[src/rtl/cnn_roi_downscaler.sv]
// rtl/cnn_roi_downscaler.sv - streaming ROI box-sum downscaler writing a padded image to the LeNet buffer
module cnn_roi_downscaler #(
    parameter int WIDTH            = 640,
    parameter int HEIGHT           = 480,
    parameter int REC_WIDTH        = 8,
    parameter int REC_HEIGHT       = 8,
    parameter int CNN_INPUT_WIDTH  = 28,
    parameter int CNN_INPUT_HEIGHT = 28,
    parameter int CNN_INPUT_PAD    = 2,
    parameter int CAM_D_SIZE       = 8,
    parameter int THRESHOLD        = 'h1800,
    parameter int PAD_VALUE        = 0,
    localparam int OUT_W  = CNN_INPUT_WIDTH + 2*CNN_INPUT_PAD,
    localparam int OUT_H  = CNN_INPUT_HEIGHT + 2*CNN_INPUT_PAD,
    localparam int ADDR_W = $clog2(OUT_W*OUT_H)
) (
    input  logic                  clk24,
    input  logic                  rst_n,
    input  logic                  arm,
    input  logic                  mode,
    input  logic                  invert,
    input  logic                  sof,
    input  logic                  pix_valid,
    input  logic [CAM_D_SIZE-1:0] pix_data,
    output logic                  wr_en,
    output logic [ADDR_W-1:0]     wr_addr,
    output logic [CAM_D_SIZE-1:0] wr_data,
    output logic                  busy,
    output logic                  data_ready,
    input  logic                  data_ack
);

    localparam int ROI_W      = CNN_INPUT_WIDTH*REC_WIDTH;
    localparam int ROI_H      = CNN_INPUT_HEIGHT*REC_HEIGHT;
    localparam int X0         = (WIDTH-ROI_W)/2;
    localparam int Y0         = (HEIGHT-ROI_H)/2;
    localparam int SHIFT      = $clog2(REC_WIDTH*REC_HEIGHT);
    localparam int ACC_D_SIZE = SHIFT + CAM_D_SIZE;
    localparam int NPIX       = OUT_W*OUT_H;
    localparam int XW         = $clog2(WIDTH) + 1;
    localparam int YW         = $clog2(HEIGHT) + 1;
    localparam int LXW        = $clog2(REC_WIDTH);
    localparam int LYW        = $clog2(REC_HEIGHT);
    localparam int BXW        = (CNN_INPUT_WIDTH > 1) ? $clog2(CNN_INPUT_WIDTH) : 1;
    localparam int BYW        = (CNN_INPUT_HEIGHT > 1) ? $clog2(CNN_INPUT_HEIGHT) : 1;
    localparam int CW         = $clog2(OUT_W) + 1;
    localparam int RW         = $clog2(OUT_H) + 1;

    if (WIDTH < ROI_W || HEIGHT < ROI_H) begin : g_roi_check
        $error("cnn_roi_downscaler: ROI does not fit inside the frame");
    end

    typedef enum logic [1:0] {IDLE, CAPTURE, PAD_FILL, DONE} state_t;

    state_t                state;
    logic [XW-1:0]         x_cnt;
    logic [YW-1:0]         y_cnt;
    logic                  mode_q;
    logic                  invert_q;
    logic [ACC_D_SIZE-1:0] acc [CNN_INPUT_WIDTH];
    logic [ADDR_W-1:0]     pf_addr;
    logic [RW-1:0]         pf_row;
    logic [CW-1:0]         pf_col;

    logic                  frame_start;
    logic [XW-1:0]         rx;
    logic [YW-1:0]         ry;
    logic                  in_roi;
    logic                  blk_done;
    logic                  last_roi;
    logic [BXW-1:0]        bx;
    logic [BYW-1:0]        by;
    logic [ACC_D_SIZE-1:0] acc_sum;
    logic [CAM_D_SIZE-1:0] blk_pix;
    logic [ADDR_W-1:0]     blk_addr;
    logic                  pf_border;

    // A restart sof inside CAPTURE is treated exactly like a fresh start.
    assign frame_start = sof && ((state == IDLE && arm) || state == CAPTURE);

    assign rx       = x_cnt - XW'(X0);
    assign ry       = y_cnt - YW'(Y0);
    assign in_roi   = (x_cnt >= XW'(X0)) && (x_cnt < XW'(X0 + ROI_W)) &&
                      (y_cnt >= YW'(Y0)) && (y_cnt < YW'(Y0 + ROI_H));
    assign blk_done = in_roi &&
                      ((rx & XW'(REC_WIDTH-1))  == XW'(REC_WIDTH-1)) &&
                      ((ry & YW'(REC_HEIGHT-1)) == YW'(REC_HEIGHT-1));
    assign last_roi = in_roi && (x_cnt == XW'(X0 + ROI_W - 1)) && (y_cnt == YW'(Y0 + ROI_H - 1));
    assign bx       = BXW'(rx >> LXW);
    assign by       = BYW'(ry >> LYW);
    assign acc_sum  = acc[bx] + ACC_D_SIZE'(pix_data);
    assign blk_addr = ADDR_W'((int'(by) + CNN_INPUT_PAD) * OUT_W + int'(bx) + CNN_INPUT_PAD);

    always_comb begin
        if (mode_q) begin
            blk_pix = CAM_D_SIZE'(acc_sum >> SHIFT);
        end else begin
            blk_pix = (32'(acc_sum) >= 32'(THRESHOLD)) ? '1 : '0;
        end
        if (invert_q) begin
            blk_pix = ~blk_pix;
        end
    end

    assign pf_border = (pf_row < RW'(CNN_INPUT_PAD)) || (pf_row >= RW'(CNN_INPUT_PAD + CNN_INPUT_HEIGHT)) ||
                       (pf_col < CW'(CNN_INPUT_PAD)) || (pf_col >= CW'(CNN_INPUT_PAD + CNN_INPUT_WIDTH));

    always_ff @(posedge clk24 or negedge rst_n) begin
        if (!rst_n) begin
            state      <= IDLE;
            x_cnt      <= '0;
            y_cnt      <= '0;
            mode_q     <= 1'b0;
            invert_q   <= 1'b0;
            pf_addr    <= '0;
            pf_row     <= '0;
            pf_col     <= '0;
            wr_en      <= 1'b0;
            wr_addr    <= '0;
            wr_data    <= '0;
            busy       <= 1'b0;
            data_ready <= 1'b0;
            for (int i = 0; i < CNN_INPUT_WIDTH; i++) begin
                acc[i] <= '0;
            end
        end else begin
            wr_en <= 1'b0;
            if (frame_start) begin
                state    <= CAPTURE;
                busy     <= 1'b1;
                x_cnt    <= '0;
                y_cnt    <= '0;
                mode_q   <= mode;
                invert_q <= invert;
                for (int i = 0; i < CNN_INPUT_WIDTH; i++) begin
                    acc[i] <= '0;
                end
            end else begin
                case (state)
                    IDLE: begin
                        busy <= 1'b0;
                    end
                    CAPTURE: begin
                        if (pix_valid && (y_cnt < YW'(HEIGHT))) begin
                            if (x_cnt == XW'(WIDTH-1)) begin
                                x_cnt <= '0;
                                y_cnt <= y_cnt + 1'b1;
                            end else begin
                                x_cnt <= x_cnt + 1'b1;
                            end
                            if (in_roi) begin
                                if (blk_done) begin
                                    acc[bx] <= '0;
                                    wr_en   <= 1'b1;
                                    wr_addr <= blk_addr;
                                    wr_data <= blk_pix;
                                end else begin
                                    acc[bx] <= acc_sum;
                                end
                                if (last_roi) begin
                                    state   <= PAD_FILL;
                                    pf_addr <= '0;
                                    pf_row  <= '0;
                                    pf_col  <= '0;
                                end
                            end
                        end
                    end
                    PAD_FILL: begin
                        wr_en   <= pf_border;
                        wr_addr <= pf_addr;
                        wr_data <= CAM_D_SIZE'(PAD_VALUE);
                        if (pf_addr == ADDR_W'(NPIX-1)) begin
                            state <= DONE;
                            busy  <= 1'b0;
                        end else begin
                            pf_addr <= pf_addr + 1'b1;
                            if (pf_col == CW'(OUT_W-1)) begin
                                pf_col <= '0;
                                pf_row <= pf_row + 1'b1;
                            end else begin
                                pf_col <= pf_col + 1'b1;
                            end
                        end
                    end
                    DONE: begin
                        // The ack is honoured only once the consumer can have seen data_ready.
                        if (data_ready && data_ack) begin
                            data_ready <= 1'b0;
                            state      <= IDLE;
                        end else begin
                            data_ready <= 1'b1;
                        end
                    end
                    default: begin
                        state <= IDLE;
                    end
                endcase
            end
        end
    end

endmodule

[config.mk]
export PLATFORM = sky130hd
export DESIGN_NAME = cnn_roi_downscaler
export DESIGN_NICKNAME = d
export VERILOG_FILES = /design/src/rtl/cnn_roi_downscaler.sv
export SDC_FILE = /design/constraint.sdc
export NUM_CORES = 1
export LEC_CHECK = 0
export CAP_MARGIN = 20
export CELL_PAD_IN_SITES_DETAIL_PLACEMENT = 0
export CELL_PAD_IN_SITES_GLOBAL_PLACEMENT = 1
export CORE_MARGIN = 2
export CORE_UTILIZATION = 30
export DETAILED_ROUTE_END_ITERATION = 6
export HOLD_SLACK_MARGIN = 0.02
export PLACE_DENSITY = 0.59
export SLEW_MARGIN = 20
export SYNTH_ARGS = -nofsm -noshare
export SYNTH_HDL_FRONTEND = slang
export SYNTH_SLANG_ARGS = --single-unit
[constraint.sdc]
create_clock -name clk24 -period 6.1 [get_ports clk24]
set_input_delay 1.22 -clock clk24 [delete_from_list [all_inputs] [get_ports clk24]]
set_output_delay 1.22 -clock clk24 [all_outputs]
set_load 0.01 [all_outputs]
==> out/qor.txt <==
First-pass GRT wire length = 108000 µm
Synthesized area per cell = 12.2 µm²
Sw frac = 29.5%
Core Area = 72800 µm²
Port-buffer cells = 36
Share of cells above drive strength 1 = 16.8%
CTS Buf Count = 51
Area growth syn-to-layout = 15.8%
Clock skew = 0.0237 ns
Chip Width = 275 µm
Max frequency = 0.182 GHz
Vias in the first global route = 16300
CTS resizes = 0
Max-cap check violation count = 0
Crit path capture type = flip-flop
Antenna cell count = 0
Slowest CP cell = o41ai_1
GP Congestion = 0.829
Outcome = finished, final reports clean
Initial antenna violation count = 1
Setup bufs post-CTS = 0
Pwr Total = 7.95 mW
Slew headroom = 25.3%
Sequential cell area = 11500 µm²
# clock sinks = 460
# H-tree levels = 2
Final worst path period share = 90.0%
DRT iter0 DRCs = 1392
Post-synthesis sequential area ratio = 52.2%
Top-Level Pins = 37
CTS tree = yes
Footprint of the multi-input gates = 9780 µm²
Final Setup Violations = 0
# hold bufs at CTS = 0
Post-Syn Area = 22100 µm²
DRC = 0
DR vias/cell = 5.63
RSZ-0062 raised after global routing = false
Critical Path RT = 6.61 ns
Cell Pwr Density = 311 nW/µm²
Fin nets = 1875
Vias = 15900
GRT overflow = 0
Filler cell count = 7105
Final Max Tran Viols = 0
Static Leak = 11.2 nW
Synth Instances = 1805
Psw = 2.35 mW
WL per Instance = 24.9 µm
WS Path Type = reg2reg
# rows = 99
Critical path data arrival time = 5.99 ns
CP startpoint kind = flip-flop
Post-synth cell types = 78
CP max FO = 22
Clock Root Buffer = clkbuf_16
Commonest non-fill, non-tap cell in the layout = dfrtp_1
Gr usage total = 18.8%
Clock Latency Late Sink = 0.62 ns
Post-Route WL = 70400 µm
CTS clk-pin slew, worst paths = 0.07 ns
Die Footprint = 75700 µm²
Setup Total Neg Slack = 0 ns
Async SR Flop Fraction = 100%
Final Hold Violating Endpoints = 0
Yosys reg bits = 460
Critical Path, Cell by Cell = o21ai_1 -> xnor2_2 -> buf_4 -> mux2i_1 -> o21ai_0 -> nand2_1 -> o221ai_1 -> ha_1 -> a21oi_1 -> nor2b_1 -> o31a_1 -> o41ai_1 -> o21ba_2 -> nor2_1 -> xor2_1 -> nor2_2 -> buf_4 -> a22o_1
Die span in y = 275 µm
EDFF count, synth = 0
Sequential share of power = 40.7%
Post-layout min period = 5.49 ns
Most used cell, CP = buf_4
Mapped Nets = 1852
Pre-Repair DR Iteration Count = 5
Most frequent cells in the layout = 458 x dfrtp_1, 386 x a22o_1, 126 x nand2_1
Initial Util = 30.3%
Worst vdd ir = 0.000376 V
Clock buffer depth = 3
Post-route ant nets = 0
Hpwl dp = 45400 µm
Largest net degree at the start of global routing = 161
Slowest cell delay on critical path = 0.71 ns
Yosys warns = 0
Clock Power Share = 42.6%
Power Internal = 5.60 mW
Synth Flop Type = dfrtp_1
Comb power frac = 16.8%
Worst min-delay path class = reg2reg
Worst-Margin Slew = 1.12 ns
==> power by group through the flow <==
| stage | Clock (mW) | Sequential [mW] | Combinational (mW) |
|---|---|---|---|
| 2_1_floorplan | 0 | 3.30 | 0.690 |
| 6_report | 3.38 | 3.23 | 1.33 |
| 3_5_place_dp | 0 | 3.29 | 1.34 |
| 3_3_place_gp | 0 | 3.28 | 1.33 |
| 4_1_cts | 3.46 | 3.24 | 1.35 |
| 5_1_grt | 3.58 | 3.25 | 1.45 |
==> path summary, 6_finish.rpt <==
kind                                 start          to  slack [ns]  cells after the start
min in group asynchronous            rst_n   pf_row[4]        0.52                      1
worst max-delay path              x_cnt[5]    acc[347]        0.61                     18
worst min register to register  wr_addr[3]  wr_addr[3]        0.47                      2
max in group asynchronous            rst_n    acc[379]        4.34                      2
worst min-delay path            wr_addr[3]  wr_addr[3]        0.47                      2
worst max register to register    x_cnt[5]    acc[347]        0.61                     18
==> cells in the mapped netlist (25+ instances only) <==
library cell / n / area [µm²]
nand3_1: 28 / 140
nor3_1: 32 / 160
clkbuf_1: 96 / 360
xnor2_1: 27 / 236
inv_1: 25 / 93.8
a22o_1: 386 / 3380
a21oi_1: 59 / 295
mux2i_1: 33 / 330
mux4_2: 96 / 2160
nor2_1: 96 / 360
buf_2: 37 / 185
dfrtp_1: 460 / 11500
nand2_1: 126 / 473
ha_1: 30 / 375
o21ai_0: 73 / 365
==> cell type report <==
cell class	count	area share [%]
Clock buffer	73	5.83
Clock inverter	23	1.40
Multi-Input combinational cell	1163	38.3
Timing Repair Buffer	126	4.32
Inverter	26	0.382
Sequential cell	460	45.1
Tap cell	959	4.70
==> stage by stage <==
stage                     cell area (µm²)  hold WS, ns  instances  setup WS [ns]  util [%]
after floorplan                     22100        0.442       1805         0.0463         -
after global placement              23700        0.461       2734          0.764      32.5
after detailed placement            23700        0.471       2734          0.729      32.5
after CTS                           25500        0.483       2830          0.681      35.1
after global routing                25500        0.506       2830          0.210      35.1
final                               25500        0.473       2830          0.612      35.1
==> cells by family (layout without fill, tap and decap cells) <==
group	count (synthesis)	count (layout)	share of synthesized area, %
and+or+nand+nor	365	365	7.72
xor gates and xnor gates	45	45	2.06
AOI/OAI and AO/OA	586	586	20.9
DFF	460	460	52.2
buffers and inverters	182	248	3.71
muxes	136	136	11.7
adders and majority gates	31	31	1.79
==> registers in the layout, summed over array words and instances (netlist names), 2 cells and up <==
register,count
acc,392
pf_addr,10
pf_col,6
pf_row,6
state,2
wr_addr,10
wr_data,8
x_cnt,11
y_cnt,10
==> per-layer routing <==
metal	part of all wire, %	global-route usage [%]	up-vias
met5	0	0	-
met4	3.1	6.22	0
met3	5.7	3.03	104
met2	44	28.3	508
met1	47	27.6	8398
li1	-	-	6931
==> critical path: cells and delay by family, from the launching register on <==
kind / cells / cell delay, ns
multiplexers: 1 / 0.26
XOR/XNOR: 2 / 1.10
AO/OA/AOI/OAI: 8 / 2.24
adder cells (fa/ha/maj): 1 / 0.35
flip-flops: 1 / 0.54
buffers and inverters: 2 / 0.56
AND/OR/NAND/NOR: 4 / 0.30
No activity file was read; power rests on OpenSTA's default activity.
